$ cat src/rtl/game_round_ctrl.sv
// rtl/game_round_ctrl.sv - round/lives/score sequencer for the sprite game
// Optional idle auto-launch enabled by macro GAME_ROUND_CTRL_AUTOLAUNCH_EN.
module game_round_ctrl #(
  parameter int init_lives  = 3,
  parameter int hold_frames = 60,
  parameter int idle_frames = 300,
  parameter int w_score     = 8
) (
  input  logic               clk,
  input  logic               rst,
  input  logic               launch_key,
  input  logic               frame_strobe,
  input  logic               collision,
  input  logic               target_gone,
  output logic               start_sprites,
  output logic               game_active,
  output logic               game_over,
  output logic [w_score-1:0] score,
  output logic [1:0]         lives,
  output logic [1:0]         state
);

  typedef enum logic [1:0] {
    IDLE = 2'd0,
    PLAY = 2'd1,
    HIT  = 2'd2,
    OVER = 2'd3
  } state_t;

  localparam int CNT_MAX = (hold_frames > idle_frames) ? hold_frames : idle_frames;
  localparam int CNT_W   = $clog2(CNT_MAX + 1);
  localparam logic [CNT_W-1:0] HOLD_LAST  = CNT_W'(hold_frames - 1);
  localparam logic [1:0]       LIVES_INIT = 2'(init_lives);
  localparam logic [w_score-1:0] SCORE_MAX = {w_score{1'b1}};
`ifdef GAME_ROUND_CTRL_AUTOLAUNCH_EN
  localparam logic [CNT_W-1:0] IDLE_LAST  = CNT_W'(idle_frames - 1);
`endif

  state_t             state_q, state_d;
  logic [w_score-1:0] score_q, score_d;
  logic [1:0]         lives_q, lives_d;
  logic [CNT_W-1:0]   cnt_q, cnt_d;
  logic               start_q, start_d;
  logic               active_q, over_q;
  logic               key_q;
  logic               key_block_q;
  logic               launch_edge;

  // A key held through reset stays blocked until it has been seen released.
  assign launch_edge = launch_key & ~key_q & ~key_block_q;

  always_comb begin
    state_d = state_q;
    score_d = score_q;
    lives_d = lives_q;
    cnt_d   = cnt_q;
    start_d = 1'b0;
    case (state_q)
      IDLE: begin
        if (launch_edge) begin
          state_d = PLAY;
          score_d = '0;
          lives_d = LIVES_INIT;
          start_d = 1'b1;
          cnt_d   = '0;
        end
`ifdef GAME_ROUND_CTRL_AUTOLAUNCH_EN
        else if (frame_strobe) begin
          if (cnt_q == IDLE_LAST) begin
            state_d = PLAY;
            score_d = '0;
            lives_d = LIVES_INIT;
            start_d = 1'b1;
            cnt_d   = '0;
          end else begin
            cnt_d = cnt_q + 1'b1;
          end
        end
`endif
      end
      PLAY: begin
        if (collision) begin
          if (score_q != SCORE_MAX) score_d = score_q + 1'b1;
          state_d = HIT;
          cnt_d   = '0;
        end else if (target_gone) begin
          if (lives_q > 2'd1) begin
            lives_d = lives_q - 2'd1;
            start_d = 1'b1;
          end else begin
            lives_d = 2'd0;
            state_d = OVER;
            cnt_d   = '0;
          end
        end
      end
      HIT: begin
        if (frame_strobe) begin
          if (cnt_q == HOLD_LAST) begin
            state_d = PLAY;
            start_d = 1'b1;
            cnt_d   = '0;
          end else begin
            cnt_d = cnt_q + 1'b1;
          end
        end
      end
      default: begin
        if (frame_strobe) begin
          if (cnt_q == HOLD_LAST) begin
            state_d = IDLE;
            cnt_d   = '0;
          end else begin
            cnt_d = cnt_q + 1'b1;
          end
        end
      end
    endcase
    // Back-to-back relaunch requests collapse into the pulse already issued.
    if (start_q) start_d = 1'b0;
  end

  always_ff @(posedge clk) begin
    if (rst) begin
      state_q     <= IDLE;
      score_q     <= '0;
      lives_q     <= LIVES_INIT;
      cnt_q       <= '0;
      start_q     <= 1'b0;
      active_q    <= 1'b0;
      over_q      <= 1'b0;
      key_q       <= 1'b0;
      key_block_q <= 1'b1;
    end else begin
      state_q     <= state_d;
      score_q     <= score_d;
      lives_q     <= lives_d;
      cnt_q       <= cnt_d;
      start_q     <= start_d;
      active_q    <= (state_d == PLAY) || (state_d == HIT);
      over_q      <= (state_d == OVER);
      key_q       <= launch_key;
      if (!launch_key) key_block_q <= 1'b0;
    end
  end

  assign start_sprites = start_q;
  assign game_active   = active_q;
  assign game_over     = over_q;
  assign score         = score_q;
  assign lives         = lives_q;
  assign state         = state_q;

endmodule
$ cat config.mk
export PLATFORM = sky130hd
export DESIGN_NAME = game_round_ctrl
export DESIGN_NICKNAME = d
export VERILOG_FILES = /design/src/rtl/game_round_ctrl.sv
export SDC_FILE = /design/constraint.sdc
export NUM_CORES = 1
export LEC_CHECK = 0
export BUFFER_PORTS_ARGS = -buffer_cell sky130_fd_sc_hd__clkbuf_2
export CAP_MARGIN = 0
export CORE_ASPECT_RATIO = 1.4
export CORE_UTILIZATION = 35
export DETAILED_ROUTE_END_ITERATION = 7
export GPL_TIMING_DRIVEN = 0
export SLEW_MARGIN = 40
export SYNTH_ARGS = -nofsm -noshare
export SYNTH_HDL_FRONTEND = slang
export SYNTH_SLANG_ARGS = --single-unit
export TNS_END_PERCENT = 30
$ cat constraint.sdc
create_clock -name clk -period 3.54 [get_ports clk]
set_input_delay 0.708 -clock clk [delete_from_list [all_inputs] [get_ports clk]]
set_output_delay 0.708 -clock clk [all_outputs]
set_load 0.02 [all_outputs]
### Word level (Yosys, flattened, before mapping)

Cells that the tools add are included.

| operators by class | value |
|---|---|
| add/subtract/negate cells | 3 |
| $mul | 0 |
| div/mod/pow operators | 0 |
| $lt $le $gt $ge | 1 |
| equal/unequal tests | 14 |
| shift-type cells | 0 |
| muxes and demuxes | 32 |
| bitwise logic cells | 4 |
| reductions and logical operators | 8 |

Operator list:

| kind | count |
|---|---|
| two-way mux 9 bit | 6 |
| two-way mux 2 bit | 12 |
| two-way mux 8 bit | 3 |
| case mux 9 bit (2 select lines) | 1 |
| case mux 8 bit (2 select lines) | 1 |
| AND reduction 4 bit | 3 |
| inequality test 2 bit (second input constant) | 5 |
| adder 9 x 1 -> 9 bit (second input constant) | 1 |
| equality test 9 x 6 -> 1 bit (second input constant) | 1 |
| adder 8 x 1 -> 8 bit (second input constant) | 1 |
| inequality test 8 bit (second input constant) | 1 |
| equality test 2 bit (second input constant) | 3 |
| two-way mux 1 bit | 6 |
| inequality test 3 bit (second input constant) | 2 |
| case mux 2 bit (3 select lines) | 1 |
| equality test 2 x 1 -> 1 bit (second input constant) | 2 |
| case mux 2 bit (2 select lines) | 1 |
| case mux 1 bit (3 select lines) | 1 |
| nonzero test 3 bit | 1 |
| AND 1 bit | 2 |
| > comparator 2 x 1 -> 1 bit (second input constant) | 1 |
| zero test 2 bit | 1 |
| NOT 1 bit | 2 |
| nonzero test 2 bit | 1 |
| other kinds (3) | 3 |

| storage, ports and cells | value |
|---|---|
| register bits after elaboration | 26 |
| latch bits | 0 |
| RAM bits | 0 |
| ROM bits | 0 |
| logic and storage cells | 71 |
| memories | 0 |

### Depth between registers and ports, before layout

| depth | value |
|---|---|
| word-level depth | 7 |
| depth in mapped cells | 7 |
| gate-level depth less buffers | 7 |

### Worst setup path after synthesis

OpenSTA, ideal clock, no wires.

| timing | value |
|---|---|
| kind | input-to-reg |
| start | input port frame_strobe |
| end | register active_q, in the netlist game_active |
| arrival time | 2.256 ns |
| path slack | 1.156 ns |
| cell stages on the path | 6 |
| buffers on the path | 0 |
| path through | or3b_2 > o41ai_1 > o21a_1 > a22oi_1 > ha_1 > nor2b_1 |

| between the ends | value |
|---|---|
| longest elaborated chain between the ends | 4 |
| elaborated cells between the ends (all ways) | 6 |
| those cells by class | eq/ne (2); mux (3); reduce/logical (1) |

Ends and longest elaborated chain:

| item | line | text |
|---|---|---|
| from (decl) | 12 | `input logic frame_strobe,` |
| two-way mux 2 bit, on equally long branches | 109, 98 |  |
| case mux 2 bit (3 select lines) (*) | 58 | `case (state_q)` |
| equality test 2 x 1 -> 1 bit / equality test 2 bit (equally long branches) | 140 | `active_q <= (state_d == PLAY) \|\| (state_d == HIT);` |
| logical OR 1 bit (*) | 140 |  |
| to (signal assigned) | 140 |  |
| to (decl) | 44 | `logic active_q, over_q;` |

Mark *: on every way between the ends. The rest lies on a longest branch, timed or not.
A chain may end at the register's enable or synchronous reset.

### Worst setup path after layout

Ends and elaborated chain as after synthesis.

==> out/metrics.cfg <==
[yosys]
yosys-top-cells-area=dfxtp_1, a21oi_1, or3_1
netlist_top_cells_count=dfxtp_1, a21oi_1, nand2_1
synth.most_common_cell=dfxtp_1
netlist_area_sq_mm=0.001299
synthDistinctLibCells=39
yosysTopAreaCell=dfxtp_1
synth-edff-count=0
async_flop_share_pct=0
synth_seq_area_share_pct=40.08
synth.avg_cell_area_sq_um=8.544
synthCells=152
synth_flop_cell=dfxtp_1
synth_nets=161
synth_top_area_share_pct=40.08
synth_seq_cells=26
ys_warn_count=0

[global_routing]
grt_first_pass_wirelength_mm=4.422
grt_pass1_vias=1064
grt_start_max_net_pins=14
grt_use_total_pct=15.27
antenna_found_initial=0
overflow=0

[drt]
drt_iter0_drc=17
routedWlPerCell_um=13.43
antenna_left=0
vias=1193
via_per_inst=5.575
routed_wl_mm=2.873
drcViolationCount=0
drt_pre_antenna_iters=4

[sta]
hold_violations=0
maxSlewHeadroom_pct=55.27
min_period_ns=2.371
max_freq_mhz=421.8
final_max_slew_viol_count=0
rsz0062_at_grt=false
setup_tns_ns=0
final.period_utilization_pct=66.97
worst_slew_pin_slew_ns=0.6623
skew_ns=0.002326
setup_violations=0

[floorplan]
start_util_pct=37.41
die_h_um=74.08
die-area_sq_mm=0.003962
core_region_area_sq_mm=0.003472
placementRows=25
ioPinCount=21
die_x_um=53.49

[hold_path]
min_path_type=reg2reg

[critical_path]
max_stage_delay_ns=0.56
crit_chain=clkbuf_2 -> or3b_2 -> o41ai_1 -> o21a_1 -> a22oi_1 -> ha_1 -> nor2b_1
critPathCaptureType=flip-flop
crit_family=compound AO/OA/AOI/OAI gates
cp_slowest_cell=o41ai_1
path_class=in2reg
crit_arrival_ns=2.52
critical_path_required_ns=3.69
start_kind=input pin
cp_num_buf_inv=1
path_max_fanout=4

[placed_design]
place_congestion=0.7164
dp_hpwl_mm=2.150
place_area_sq_mm=0.001444
io_buffers=19

[cts]
cts-root-buf=clkbuf_8
cts_htree_levels=1
cts.sinks=26
clk_pin_slew_ns=0.08
clock_path_buffers=2
hold_buffers=0
insertion_delay_ns=0.26
cts-resized-gates=0
numCtsBuffers=3
cts_tree=built
post-cts-setup-buffers=0

[power_and_ir_drop]
worst_ir_drop_vdd_uv=203.4
p_leak_nw=0.5596
power_density_mw_per_mm2=362.4

[run]
maxCapViolations=0

[cells_and_area]
drive_gt1_share_pct=19.54
nets=185
seq_area_sq_um=520.5
antennaDiodeCount=0
multi_input_area_sq_um=739.5
fill_cells=354
syn_to_final_growth_pct=14.35
fin_area_sq_mm=0.001485

[outcome]
status=completed

==> area by class of cell <==
type                            instances  area share [%]
Multi-Input combinational cell        117           49.79
Sequential cell                        26           35.05
Timing Repair Buffer                   19           6.403
Tap cell                               40           3.370
Clock buffer                            3           2.780
Buffer                                  7           2.106
Inverter                                2          0.5055
==> cells by family after synthesis <==
| family | Yosys count | synth area share (%) |
|---|---|---|
| XOR/XNOR | 1 | 0.6745 |
| AND/OR/NAND/NOR | 64 | 29.86 |
| AO/OA/AOI/OAI | 47 | 21.97 |
| multiplexers | 2 | 1.541 |
| flip-flops | 26 | 40.08 |
| adder cells (fa/ha/maj) | 3 | 2.890 |
| buffers and inverters | 9 | 2.987 |
==> layer usage <==
layer / track usage (%) / wire, um
met1: 15.00 / 1247
met2: 29.31 / 1497
met3: 2.454 / 78
met4: 7.895 / 51
met5: 0 / 0
==> per-stage QoR <==
stage | power, mW | worst slack (ns) | hold slack, ns | instances | utilization [%]
4_1_cts | 0.5464 | 1.172 | 0.4943 | 214 | 42.77
2_1_floorplan | 0.3622 | 1.156 | 0.4535 | 152 | -
6_report | 0.5383 | 1.169 | 0.4890 | 214 | 42.77
3_3_place_gp | 0.3810 | 0.8759 | 0.4693 | 211 | 41.59
3_5_place_dp | 0.3826 | 0.8844 | 0.4800 | 211 | 41.59
5_1_grt | 0.5586 | 0.9996 | 0.5154 | 214 | 42.77
==> worst paths after layout <==
path                              startpoint     endpoint  slack [ns]  cells after the start
worst max-delay path            frame_strobe  game_active        1.17                      7
worst max register to register      cnt_q[6]  game_active        1.31                      6
worst min register to register      cnt_q[8]     cnt_q[8]        0.49                      2
worst min-delay path                cnt_q[8]     cnt_q[8]        0.49                      2
==> power breakdown <==
part           internal (mW)  total, mW  switching, mW
clock network         0.0762      0.163         0.0872
logic                 0.0261     0.0677         0.0417
registers              0.300      0.307        0.00699
==> cell usage in the layout (no fill, tap or decap), types with 2 or more instances in the layout <==
cell       n
a211o_1    2
a21o_1     4
a21oi_1   19
and4_1     3
buf_2      4
clkbuf_1   3
clkbuf_2  19
clkbuf_8   3
dfxtp_1   26
ha_1       3
inv_1      2
mux2i_1    2
nand2_1   13
nand2b_1   2
nand3_1    5
nand3b_1   2
nand4_1    2
nor2_1     6
nor2b_1    5
nor3_1     2
o21ai_0   11
o31ai_1    3
o41ai_1    2
or2_2      3
or3_1      9
or3b_2     3
or4_1      2
==> tightest hold or removal path, delay by kind of cell, from the launching register on <==
family,cells,cell delay (ns)
flip-flops,1,0.32
AO/OA/AOI/OAI,2,0.13
==> registers in the layout (all words and copies together) (netlist names) <==
name and count:
score 8, start_sprites 1, key_q 1, game_active 1, key_block_q 1, lives 2
state 2, cnt_q 9, game_over 1
(Power assumes the default switching activity.)
